File: config.mk
export PLATFORM = sky130hd
export DESIGN_NAME = camera_packet_rx
export DESIGN_NICKNAME = d
export VERILOG_FILES = /design/src/rtl/camera_packet_rx.sv
export SDC_FILE = /design/constraint.sdc
export NUM_CORES = 1
export LEC_CHECK = 0
export CORE_ASPECT_RATIO = 1.75
export CORE_MARGIN = 3
export CORE_UTILIZATION = 40
export DETAILED_ROUTE_END_ITERATION = 8
export GPL_ROUTABILITY_DRIVEN = 0
export HOLD_SLACK_MARGIN = 0.08
export MAX_ROUTING_LAYER = met4
export PLACE_DENSITY = 0.69
export SLEW_MARGIN = 10
export SYNTH_ARGS = -nofsm -noshare
export SYNTH_HDL_FRONTEND = slang
export SYNTH_SLANG_ARGS = --single-unit
export TNS_END_PERCENT = 30
File: constraint.sdc
create_clock -name clk -period 3.9 [get_ports clk]
set_clock_uncertainty 0.05 [all_clocks]
set_input_delay 0.585 -clock clk [delete_from_list [all_inputs] [get_ports clk]]
set_output_delay 0.585 -clock clk [all_outputs]
set_load 0.05 [all_outputs]
File: src/rtl/camera_packet_rx.sv
// Serial receiver for camera pose packets: 8N1 byte assembly, sync hunt, field
// collection with XOR checksum, and atomic publication of all fields.
module camera_packet_rx #(
  parameter int          CLKS_PER_BIT = 16,
  parameter int          FIELD_W      = 10,
  parameter int          N_FIELDS     = 6,
  parameter logic [7:0]  SYNC_BYTE    = 8'hA5,
  parameter int          TIMEOUT_CLKS = 4096
) (
  input  logic                         clk,
  input  logic                         reset,
  input  logic                         rx,
  output logic [N_FIELDS*FIELD_W-1:0]  fields_out,
  output logic                         frame_valid,
  output logic                         frame_error,
  output logic                         busy
);

  localparam int BPF     = (FIELD_W + 7) / 8;
  localparam int N_BYTES = N_FIELDS * BPF;
  localparam int STG_W   = N_BYTES * 8;
  localparam int CNT_W   = $clog2(CLKS_PER_BIT);
  localparam int BC_W    = $clog2(N_BYTES + 1);
  localparam int IC_W    = $clog2(TIMEOUT_CLKS + 1);

  localparam logic [CNT_W-1:0] BIT_LAST  = CNT_W'(CLKS_PER_BIT - 1);
  localparam logic [CNT_W-1:0] HALF_LAST = CNT_W'(CLKS_PER_BIT / 2 - 1);
  localparam logic [BC_W-1:0]  LAST_BYTE = BC_W'(N_BYTES - 1);
  localparam logic [IC_W-1:0]  TO_VAL    = IC_W'(TIMEOUT_CLKS);

  typedef enum logic [1:0] {B_IDLE, B_START, B_DATA, B_STOP} bit_state_t;
  typedef enum logic [1:0] {P_HUNT, P_PAYLOAD, P_CHECK} pkt_state_t;

  // Field j (counted from the LSB end) sits in the low FIELD_W bits of its byte group.
  function automatic logic [N_FIELDS*FIELD_W-1:0] unpack_fields(input logic [STG_W-1:0] s);
    logic [N_FIELDS*FIELD_W-1:0] f;
    f = '0;
    for (int j = 0; j < N_FIELDS; j++) f[j*FIELD_W +: FIELD_W] = s[j*BPF*8 +: FIELD_W];
    return f;
  endfunction

  logic             rx_s1, rx_s2, rx_q;
  bit_state_t       bit_state, bit_next;
  logic [CNT_W-1:0] cnt;
  logic [2:0]       bit_idx;
  logic [7:0]       shreg;
  logic             cnt_clr, sample, start_evt, done_d, ferr_d;
  logic             byte_done, byte_err;

  pkt_state_t       pkt_state, pkt_next;
  logic [BC_W-1:0]  byte_cnt;
  logic [IC_W-1:0]  idle_cnt;
  logic [7:0]       csum;
  logic [STG_W-1:0] staging;
  logic             timeout, abort;
  logic             valid_d, error_d, clr, shift, load;

  // Bit-level framing
  always_comb begin
    bit_next  = bit_state;
    cnt_clr   = 1'b0;
    sample    = 1'b0;
    start_evt = 1'b0;
    done_d    = 1'b0;
    ferr_d    = 1'b0;
    case (bit_state)
      B_IDLE: begin
        cnt_clr = 1'b1;
        if (rx_q && !rx_s2) begin
          bit_next  = B_START;
          start_evt = 1'b1;
        end
      end
      B_START: begin
        if (cnt == HALF_LAST) begin
          cnt_clr  = 1'b1;
          bit_next = rx_s2 ? B_IDLE : B_DATA;
        end
      end
      B_DATA: begin
        if (cnt == BIT_LAST) begin
          cnt_clr = 1'b1;
          sample  = 1'b1;
          if (bit_idx == 3'd7) bit_next = B_STOP;
        end
      end
      B_STOP: begin
        if (cnt == BIT_LAST) begin
          cnt_clr  = 1'b1;
          bit_next = B_IDLE;
          done_d   = rx_s2;
          ferr_d   = !rx_s2;
        end
      end
      default: bit_next = B_IDLE;
    endcase
  end

  always_ff @(posedge clk) begin
    if (reset) begin
      rx_s1     <= 1'b1;
      rx_s2     <= 1'b1;
      rx_q      <= 1'b1;
      bit_state <= B_IDLE;
      cnt       <= '0;
      bit_idx   <= '0;
      byte_done <= 1'b0;
      byte_err  <= 1'b0;
    end else begin
      rx_s1     <= rx;
      rx_s2     <= rx_s1;
      rx_q      <= rx_s2;
      bit_state <= bit_next;
      cnt       <= cnt_clr ? '0 : cnt + 1'b1;
      if (sample) bit_idx <= bit_idx + 1'b1;
      byte_done <= done_d;
      byte_err  <= ferr_d;
    end
  end

  always_ff @(posedge clk) begin
    if (sample) shreg <= {rx_s2, shreg[7:1]};
  end

  // Packet-level framing
  assign timeout = (idle_cnt == TO_VAL);
  assign abort   = byte_err || (timeout && !byte_done);

  always_comb begin
    pkt_next = pkt_state;
    valid_d  = 1'b0;
    error_d  = 1'b0;
    clr      = 1'b0;
    shift    = 1'b0;
    load     = 1'b0;
    case (pkt_state)
      P_HUNT: begin
        if (byte_done && shreg == SYNC_BYTE) begin
          pkt_next = P_PAYLOAD;
          clr      = 1'b1;
        end
      end
      P_PAYLOAD: begin
        if (abort) begin
          error_d  = 1'b1;
          pkt_next = P_HUNT;
        end else if (byte_done) begin
          shift = 1'b1;
          if (byte_cnt == LAST_BYTE) pkt_next = P_CHECK;
        end
      end
      P_CHECK: begin
        if (abort) begin
          error_d  = 1'b1;
          pkt_next = P_HUNT;
        end else if (byte_done) begin
          pkt_next = P_HUNT;
          if (shreg == csum) begin
            valid_d = 1'b1;
            load    = 1'b1;
          end else begin
            error_d = 1'b1;
          end
        end
      end
      default: pkt_next = P_HUNT;
    endcase
  end

  always_ff @(posedge clk) begin
    if (reset) begin
      pkt_state   <= P_HUNT;
      byte_cnt    <= '0;
      idle_cnt    <= '0;
      fields_out  <= '0;
      frame_valid <= 1'b0;
      frame_error <= 1'b0;
    end else begin
      pkt_state   <= pkt_next;
      frame_valid <= valid_d;
      frame_error <= error_d;
      if (clr) byte_cnt <= '0;
      else if (shift) byte_cnt <= byte_cnt + 1'b1;
      // Idle timer only runs inside a packet and restarts at every start bit.
      if (pkt_state == P_HUNT || start_evt) idle_cnt <= '0;
      else if (!timeout) idle_cnt <= idle_cnt + 1'b1;
      if (load) fields_out <= unpack_fields(staging);
    end
  end

  always_ff @(posedge clk) begin
    if (clr) csum <= '0;
    else if (shift) csum <= csum ^ shreg;
    if (shift) staging <= (staging << 8) | STG_W'(shreg);
  end

  assign busy = (pkt_state != P_HUNT);

endmodule
* After elaboration in Yosys (flattened, before gate mapping) *
Index checks and enable logic that the tools add are counted.

storage, ports and cells
  flip-flop bits (word level) = 201
  bits in latches = 0
  memory bits (writable) = 0
  ROM bits = 0
  input bits = 3
  word-level logic and storage cells = 97
  memories kept = 0

operators by class
  add/sub/neg operators = 4
  multipliers = 0
  div/mod/pow operators = 0
  $lt $le $gt $ge = 0
  eq/ne operators = 21
  shift-type cells = 0
  mux-type cells = 34
  bitwise gates (word level) = 4
  reduce and logical (&&, ||, !) cells = 17

operators by type and width
  cell                                                              number
  90-bit by 8-bit OR with 90-bit output                             1
  2-bit 2-to-1 mux                                                  12
  1-bit 2-to-1 mux                                                  18
  13-bit by 1-bit adder with 13-bit output (second input constant)  1
  13-bit == test (second input constant)                            1
  2-bit inequality test (second input constant)                     6
  3-bit inequality test (second input constant)                     3
  4-bit by 1-bit adder with 4-bit output (second input constant)    2
  4-bit == test (second input constant)                             2
  8-bit == test                                                     1
  8-bit == test (second input constant)                             1
  2-bit one-hot mux with 4 select lines                             1
  2-bit OR reduction                                                4
  8-bit XOR                                                         1
  2-bit == test (second input constant)                             3
  2-bit one-hot mux with 3 select lines                             1
  5-bit AND reduction                                               1
  2-bit by 1-bit == test with 1-bit output (second input constant)  2
  4-bit by 3-bit == test with 1-bit output (second input constant)  1
  2-bit zero test                                                   2
  4-bit AND reduction                                               1
  3-bit by 1-bit adder with 3-bit output (second input constant)    1
  3-bit == test (second input constant)                             1
  1-bit logical AND                                                 3
  7 further kinds                                                   10

* Longest topological paths before layout *
  depth in word-level cells = 6
  gate-level depth with buffers = 7
  mapped depth without buffers = 6

* Worst setup path after synthesis *
No wires, ideal clock.

  kind = reg2reg
  start point = reg pkt_state[1]
  end point = reg csum[0]
  arrival = 3.987 ns
  required time = 3.785 ns
  setup slack = -0.202 ns
  cell stages (with the launch flop) = 8
  buffers on the path = 1
  cell sequence = dfxtp_1 -> inv_1 -> ha_1 -> and3b_1 -> buf_1 -> nand2_1 -> xor2_1 -> nor2_1

between the ends
  word-level cells in the longest chain between the ends = 2

RTL lines
  element                                   line  source
  start, declared                           50    pkt_state_t pkt_state, pkt_next;
  start signal, assigned                    179   pkt_state <= pkt_next;
  2-bit by 1-bit == test with 1-bit output  136   case (pkt_state)
  1-bit 2-to-1 mux                          136
  via shift                                 56    logic valid_d, error_d, clr, shift, load;
  end signal, assigned                      193   else if (shift) csum <= csum ^ shreg;
  end, declared                             53    logic [7:0] csum;

The timed path passes the listed nets, and every way through them passes these cells.
A chain may end at the register's enable or synchronous reset.

* Final worst setup path *
  start point = reg pkt_state[0]
  end point = out busy

between the ends
  word-level cells in the longest chain between the ends = 1

RTL lines
  element             line  source
  2-bit nonzero test  197   assign busy = (pkt_state != P_HUNT);
  end, declared       16    output logic busy

No other way between the ends.

==> impl_metrics.yaml <==
clock_tree:
  ctsRootBufferMaster: "clkbuf_16"
  h-tree-depth: 1
  cts_made_buffers: 19
  cts.sinks: 201
  post_cts_buffers: 0
  hold_buffers: 0
  tritoncts: "done"
  clockBufferDepth: 3
  cts_resized: 0
  clk_pin_slew_ps: 60
  clkLatencyLatePin_ps: 480
route:
  dr.pass1.iters: 4
  wirelength_um: 13250
  antenna_left: 0
  drc: 0
  drt_iter0_markers: 199
  vias: 4361
  wl_per_cell_um: 14.86
  routed_via_density: 4.889
global_route:
  antenna_found_initial: 0
  grt_pass1_vias: 4576
  grt_max_degree: 65
  use_met1: 0.1689
  top_usage_layer: "met2"
  grt_use_met3: 0.02874
  use_met2: 0.2343
  track_usage: 0.1423
  overflow: 0
  grt_pass1_wl_um: 22250
setup_path:
  r2r_cells: 4
  end_kind: "primary output"
  crit_arrival_ps: 2120
  criticalPathCategory: "reg2out"
  cp-endpoint: "busy"
  critPathMaxStageDelay_ps: 820
  critical_path.max_fanout: 4
  critPathMostFrequentCell: "inv_1"
  crit_path_start_kind: "flip-flop"
  slowest_stage: "clkdlybuf4s50_1"
  r2r_end: "byte_cnt[0]$_SDFFE_PP0P_"
  crit_required_ps: 3260
  crit_path_start: "pkt_state[0]$_SDFFE_PP0P_"
  path_buf_inv: 3
  r2r_start: "shreg[3]$_DFFE_PP_"
  rrSetupSlack_ps: 1480
  cp_top_family: "buffers and inverters"
  crit_chain: "inv_1 > ha_1 > inv_1 > clkdlybuf4s50_1"
  cp.depth: 4
timing:
  slew_headroom: 0.3071
  drv_slew: 0
  fmaxAchievable_mhz: 362.4
  hold_slack_ps: 358.4
  hold_violations: 0
  period_needed_ps: 2759
  max_slew.worst_pin.slew_ps: 1035
  fin_crit_sh: 0.7075
  finalSetupViolCount: 0
  timing.setup.tns_ps: 0
  rsz0062_at_grt: "no"
logic_synthesis:
  ys_seq_area_frac: 0.6880
  yosysTopAreaCellShare: 0.4045
  synth_edf_count: 98
  synth.area.top_cells: "edfxtp_1 (40%), dfxtp_1 (28%), mux2i_1 (8.8%)"
  async_flop_share: 0
  yosys.area_share.simple: 0.1287
  synth_flop_cell: "dfxtp_1"
  synthAdderAreaFrac: 0.01548
  synth_xor_area_frac: 0.03853
  ys_types: 42
  synth_top_family_by_area: "simple AND/OR/NAND/NOR gates"
  yosysWarnings: 0
  yosysMostFrequentCell: "nand2_1"
  synth.mux.area_fraction: 0.08806
  yosys.area.top_type: "edfxtp_1"
  synth_compound_area_frac: 0.02098
  synth_commonest_cells: "nand2_1 (140), dfxtp_1 (103), edfxtp_1 (98)"
  syn_nets: 594
  synthCells: 582
  syn_avg_cell_area_um2: 12.50
  netlist_area_mm2: 0.007274
  postSynthRegisterBits: 201
power:
  cellPowerDensity_mw_per_mm2: 450.8
  power_leakage_nw: 2.897
  irDropWorstVdd_uv: 286.1
die:
  io_pins: 66
  coreArea_mm2: 0.01770
  die-area_mm2: 0.01990
  rows: 64
  die_x_um: 107.9
  start_util: 0.4111
  die_y_um: 184.4
hold_path:
  min_path_cells: 1
  hold_path.class: "reg2reg"
final_layout:
  diodes: 0
  syn2layout_area_growth_pct: 20.45
  fill_cells: 1554
  nNetsFinal: 660
  drive_above_1_share: 0.06354
run_status:
  status: "finished, final reports clean"
placed_design:
  port_buffers: 65
  dpl.hpwl_um: 8661
run:
  cap_violations: 0
report_power, final:
part	internal (W)	total (W)	switching, W
clock network	0.000983	0.00172	0.000733
logic	0.0000108	0.0000382	0.0000274
registers	0.00219	0.00220	0.00000174
total	0.00319	0.00395	0.000762
flip-flops by register name, indices dropped and copies added (netlist names), named ones only:
name	cells
rx_s2	1
idle_cnt	13
frame_valid	1
rx_s1	1
byte_done	1
bit_idx	3
byte_err	1
rx_q	1
staging	90
pkt_state	2
shreg	8
cnt	4
frame_error	1
bit_state	1
byte_cnt	4
fields_out	60
csum	8
placed cells by master, fill, tap and decap left out, types with 2 or more instances in the layout:
master,synthesis,layout
nand2_1,140,140
dfxtp_1,103,103
edfxtp_1,98,98
clkdlybuf4s50_1,0,65
mux2i_1,64,64
nor2_1,31,31
clkbuf_16,0,19
xor2_1,17,17
xnor2_1,15,15
inv_1,9,9
ha_1,9,9
nand3_1,8,8
nor3_1,8,8
nand4_1,8,8
clkbuf_1,19,7
buf_4,0,6
a21oi_1,5,5
clkbuf_8,0,4
or2_2,3,3
and3_1,3,3
a211oi_1,3,3
nand3b_1,3,3
clkinv_2,0,2
o211ai_1,2,2
nor4_1,3,2
and2_1,2,2
o21ai_0,2,2
or3_1,2,2
metrics by stage:
stage                 util  power, W  instance area [um^2]  cells  worst slack [ps]
floorplan                -  0.002271                  7279    582             145.0
global placement    0.4622  0.002280                  8180    858              1240
detailed placement  0.4622  0.002281                  8180    858              1036
CTS                 0.4951  0.004013                  8762    892              1144
global route        0.4951  0.004102                  8762    892              1079
finish              0.4951  0.003950                  8762    892              1141
cell families (layout without fill, tap and decap cells):
family | count (synthesis) | count (layout)
AO/OA/AOI/OAI | 21 | 21
XOR/XNOR | 32 | 32
adder cells (fa/ha/maj) | 9 | 9
buffers and inverters | 37 | 116
flip-flops | 201 | 201
multiplexers | 64 | 64
AND/OR/NAND/NOR | 218 | 218
worst min path at each step:
stage	startpoint	to	slack (ps)
after floorplan	rx_s1$_SDFF_PP1_	rx_s2$_SDFF_PP1_	340
after global placement	rx_s1$_SDFF_PP1_	rx_s2$_SDFF_PP1_	350
after detailed placement	rx_s1$_SDFF_PP1_	rx_s2$_SDFF_PP1_	340
after CTS	rx_s1$_SDFF_PP1_	rx_s2$_SDFF_PP1_	360
after global routing	staging[42]$_DFFE_PP_	staging[50]$_DFFE_PP_	370
final	rx_s1$_SDFF_PP1_	rx_s2$_SDFF_PP1_	360
final cells by class:
| class | instances | area, um^2 | share of cell area |
|---|---|---|---|
| Inverter | 10 | 38.79 | 0.004427 |
| Multi-Input combinational cell | 344 | 2132 | 0.2433 |
| Clock buffer | 30 | 556.8 | 0.06354 |
| Sequential cell | 201 | 5005 | 0.5712 |
| Timing Repair Buffer | 72 | 715.7 | 0.08168 |
| Tap cell | 231 | 289.0 | 0.03299 |
| Clock inverter | 4 | 25.02 | 0.002856 |
routing by layer:
layer / share of wire / vias up
met1: 0.43 / 2088
met3: 0.048 / 32
met4: 0.033 / 0
met5: 0 / -
met2: 0.49 / 114
li1: - / 2127
Note: power is estimated with default switching activity, not from simulation.
==> RTL change 1 (config.mk and constraints unchanged) <==
Encoding of `bit_state_t`: now Gray code (2 bits for 4 states).
--- a/src/rtl/camera_packet_rx.sv
+++ b/src/rtl/camera_packet_rx.sv
@@ -28,7 +28,7 @@
   localparam logic [BC_W-1:0]  LAST_BYTE = BC_W'(N_BYTES - 1);
   localparam logic [IC_W-1:0]  TO_VAL    = IC_W'(TIMEOUT_CLKS);
 
-  typedef enum logic [1:0] {B_IDLE, B_START, B_DATA, B_STOP} bit_state_t;
+  typedef enum logic [1:0] {B_IDLE = 2'b00, B_START = 2'b01, B_DATA = 2'b11, B_STOP = 2'b10} bit_state_t;
   typedef enum logic [1:0] {P_HUNT, P_PAYLOAD, P_CHECK} pkt_state_t;
 
   // Field j (counted from the LSB end) sits in the low FIELD_W bits of its byte group.
Formal check against the unedited RTL: same outputs for any inputs over 10 cycles, from zero or initial values and one cycle with reset high; not proved beyond that.
==> RTL change 1 against the unedited design <==
- maximum frequency is essentially flat
- sequential cell count is the same
- synthesized area grew 0.45%
- hold slack gained 0.0099 ns
- largest power group unchanged
- wire length shrank 0.65%
- final area grew 0.40%
- sequential power is essentially flat
- via count grew 0.48%
- setup slack gained 0.00060 ns
- power shrank 0.65%
==> RTL change 1: results (changes against the unedited design) <==
- Status: completed (unchanged)
- Cell variety after synth: 43 (was 42)
- Hold Crit Class: reg2reg (unchanged)
- Initial antenna violation count: 0 (unchanged)
- WHS Endpoint: staging[70]$_DFFE_PP_ (was rx_s2$_SDFF_PP1_)
- CP max stage delay: 0.81 ns
- Post-CTS Setup Repair Bufs: 0 (unchanged)
- Clock Path Buffers: 3 (unchanged)
- Worst Tran Pin Value: 1.02 ns (was 1.03 ns)
- Share of cells above drive strength 1: 0.0634 (was 0.0635)
- Vias in the first global route: 4476 (was 4576)
- Main synth FF type: dfxtp_1 (unchanged)
- DR WL met2: 6.64 mm (was 6.51 mm)
- Max FO, Critical Path: 5 (was 4)
- CTS H-tree lvls: 1 (unchanged)
- CTS root buf: clkbuf_16 (unchanged)
- Largest net degree at the start of global routing: 68 (was 65)
- Critical Path AT: 2.12 ns (about the same)
- Place WS: 1.44 ns (was 1.04 ns)
- 1st-pass router iterations: 4 (unchanged)
- Drt total wl: 13.2 mm (was 13.3 mm)
- DP HPWL: 8.66 mm (about the same)
- Layout net count: 661 (was 660)
- Reg2reg start: shreg[6]$_DFFE_PP_ (was shreg[3]$_DFFE_PP_)
- Area contributors post-synth: edfxtp_1, dfxtp_1, mux2i_1 (unchanged)
- DRC: 0 (unchanged)
- Syn_nets: 599 (was 594)
- Post-placement cell area: 8230 um2 (was 8180 um2)
- Met3 routed WL: 555 um (was 642 um)
- Synth async-reset ratio: 0 (unchanged)
- FF-to-FF End: fields_out[56]$_SDFFE_PP0P_ (was byte_cnt[0]$_SDFFE_PP0P_)
- R2R setup slack: 1.55 ns (was 1.48 ns)
- Met1 Wirelength: 5.66 mm (about the same)
- DR vias: 4382 (was 4361)
- Hold depth: 0 (was 1)
- Critical Path Start: pkt_state[0]$_SDFFE_PP0P_ (unchanged)
- Hold path start: staging[62]$_DFFE_PP_ (was rx_s1$_SDFF_PP1_)
- Top Layer Used: met4 (unchanged)
- Seq/Total Area, Yosys: 0.685 (was 0.688)
- Leakage: 2.93 nW (was 2.90 nW)
- Post-synth EDFFs: 98 (unchanged)
- Layout fillers: 1519 (was 1554)
- Max IR drop VDD: 0.261 mV (was 0.286 mV)
- Worst-Skew Late Latency: 0.48 ns (about the same)
- First-pass GRT wire length: 21.5 mm (was 22.3 mm)
- Worst-case reg-to-reg path depth: 5 (was 4)
- Commonest cells post-synth: nand2_1, dfxtp_1, edfxtp_1, mux2i_1, nor2_1 (unchanged)
- Total GRT Usage: 0.137 (was 0.142)
- Diode count: 0 (unchanged)
- IO buf count: 65 (unchanged)
- Initial DRC Count: 255 (was 199)
[RTL change 1: changes by cell type in the layout (fill, tap and decap cells not counted), moves of 3 or more]
cell / before / now
nand2_1: 140 / 137
buf_12: 1 / 4
or2_2: 3 / 6
buf_4: 6 / 1
o21ai_0: 2 / 5
[RTL change 1: how the worst max path moves through the flow]
stage | endpoint | slack (ns)
6_report | busy | 1.14
5_1_grt | busy | 1.10
4_1_cts | busy | 1.14
3_5_place_dp | fields_out[59]$_SDFFE_PP0P_ | 1.44
3_3_place_gp | fields_out[4]$_SDFFE_PP0P_ | 1.48
2_1_floorplan | csum[0]$_SDFFE_PP0P_ | 0.14
[RTL change 1: cell families (layout without fill, tap and decap cells)]
group,after synthesis,in the layout,synth area share
XOR/XNOR,31,31,0.0372
multiplexers,64,64,0.0877
buffers and inverters,39,114,0.0212
AND/OR/NAND/NOR,219,219,0.131
AO/OA/AOI/OAI,24,24,0.0226
adder cells (fa/ha/maj),9,9,0.0154
flip-flops,201,201,0.685
[RTL change 1: power breakdown]
group	total, mW	internal [mW]	switching [mW]
Sequential	2.20	2.19	0.00218
Clock	1.69	0.966	0.719
Combinational	0.0420	0.0135	0.0284
Total	3.92	3.17	0.750
[RTL change 1: area by class of cell]
| cell class | count | area share |
|---|---|---|
| Clock inverter | 3 | 0.00213 |
| Sequential cell | 201 | 0.569 |
| Timing Repair Buffer | 70 | 0.0839 |
| Multi-Input combinational cell | 347 | 0.245 |
| Clock buffer | 31 | 0.0626 |
| Tap cell | 231 | 0.0329 |
| Inverter | 10 | 0.00441 |
[RTL change 1: metal layers]
layer,up-vias,GRT usage
met5,-,-
met4,0,0.0490
met3,22,0.0209
met2,96,0.237
met1,2116,0.160
li1,2148,-
[RTL change 1: per-stage QoR]
step           instances  power, mW  hold WS (ns)   util
2_1_floorplan        587       2.27         0.339      -
3_3_place_gp         859       2.28         0.349  0.465
3_5_place_dp         859       2.28         0.349  0.465
4_1_cts              893       3.99         0.366  0.497
5_1_grt              893       4.07         0.372  0.497
6_report             893       3.92         0.368  0.497
[RTL change 1: worst reg2reg max path: stages (launching register included)]
cell	delay, ns
edfxtp_1	0.49
xnor2_1	0.19
nand4_1	0.18
nor4_2	0.66
buf_12	0.45
mux2i_1	0.26
==> RTL change 2 (config.mk and constraints unchanged) <==
Without the edit above. Change the parameter `FIELD_W` from 10 to 5.
--- a/src/rtl/camera_packet_rx.sv
+++ b/src/rtl/camera_packet_rx.sv
@@ -2,7 +2,7 @@
 // collection with XOR checksum, and atomic publication of all fields.
 module camera_packet_rx #(
   parameter int          CLKS_PER_BIT = 16,
-  parameter int          FIELD_W      = 10,
+  parameter int          FIELD_W      = 5,
   parameter int          N_FIELDS     = 6,
   parameter logic [7:0]  SYNC_BYTE    = 8'hA5,
   parameter int          TIMEOUT_CLKS = 4096
Interface: changed (resized fields_out); port bits go from 66 to 36. The function was not compared with the original's and may differ.
==> RTL change 2 against the unedited design <==
- final cell count shrank 38%
- first-iteration DRC count shrank 39%
- synthesized area shrank 41%
- sequential cell count shrank 91
- hold slack gained 0.013 ns
- die area shrank 39%
- wire length shrank 43%
- sequential power shrank 46%
- power shrank 48%
- final area shrank 42%
- setup slack gained 0.16 ns
- critical path type unchanged
- largest cell class unchanged
- largest power group unchanged
==> RTL change 2: results (changes against the unedited design) <==
- Share of cells above drive strength 1: 0.0631 (was 0.0635)
- FF-to-FF End: fields_out[3]$_SDFFE_PP0P_ (was byte_cnt[0]$_SDFFE_PP0P_)
- Leakage: 1.70 nW (was 2.90 nW)
- Seq/Total Area, Yosys: 0.600 (was 0.688)
- Place WS: 1.44 ns (was 1.04 ns)
- Initial DRC Count: 121 (was 199)
- Max-slew headroom: 0.325 (was 0.307)
- Max FO, Critical Path: 5 (was 4)
- Total GRT Usage: 0.145 (was 0.142)
- Num CTS Buffers: 9 (was 19)
- Post-Syn Instances: 387 (was 582)
- Post-placement cell area: 4770 um2 (was 8180 um2)
- Max IR drop VDD: 0.282 mV (was 0.286 mV)
- Cell variety after synth: 44 (was 42)
- Layout net count: 436 (was 660)
- DP HPWL: 5.32 mm (was 8.66 mm)
- CTS H-tree lvls: 3 (was 1)
- Syn_nets: 400 (was 594)
- Status: completed (unchanged)
- Critical Path AT: 1.97 ns (was 2.12 ns)
- Clock Path Buffers: 2 (was 3)
- Cells after DPL: 539 (was 858)
- CP max stage delay: 0.84 ns (was 0.82 ns)
- Met1 Wirelength: 3.19 mm (was 5.66 mm)
- M2 GR Usage: 0.251 (was 0.234)
- First-pass GRT wire length: 13.5 mm (was 22.3 mm)
- Hold WS: 0.372 ns (was 0.358 ns)
-- RTL change 2: critical path: cells and delay by family, from the launching register on --
family                   cells  cell delay, ns
buffers and inverters        3            1.07
flip-flops                   1            0.34
adder cells (fa/ha/maj)      1            0.21
-- RTL change 2: final cells by class --
class                           count  area (um2)  area share
Multi-Input combinational cell    253        1610       0.319
Timing Repair Buffer               39         380      0.0753
Inverter                           10        37.5     0.00743
Tap cell                          127         159      0.0315
Clock buffer                        9         225      0.0446
Clock inverter                      7        57.6      0.0114
Sequential cell                   110        2580       0.511
-- RTL change 2: logic make-up (layout without fill, tap and decap cells) --
group	Yosys count	count (layout)	share of synthesized area
fa+ha+maj	10	10	0.0291
mux	34	34	0.0793
simple gates	157	157	0.166
xor+xnor	32	32	0.0651
compound gates	20	20	0.0340
buf+inv	24	65	0.0264
flops	110	110	0.600
-- RTL change 2: report_power, final --
| part | internal [mW] | switching (mW) |
|---|---|---|
| registers | 1.18 | 0.00177 |
| clock network | 0.443 | 0.419 |
| logic | 0.00678 | 0.0159 |
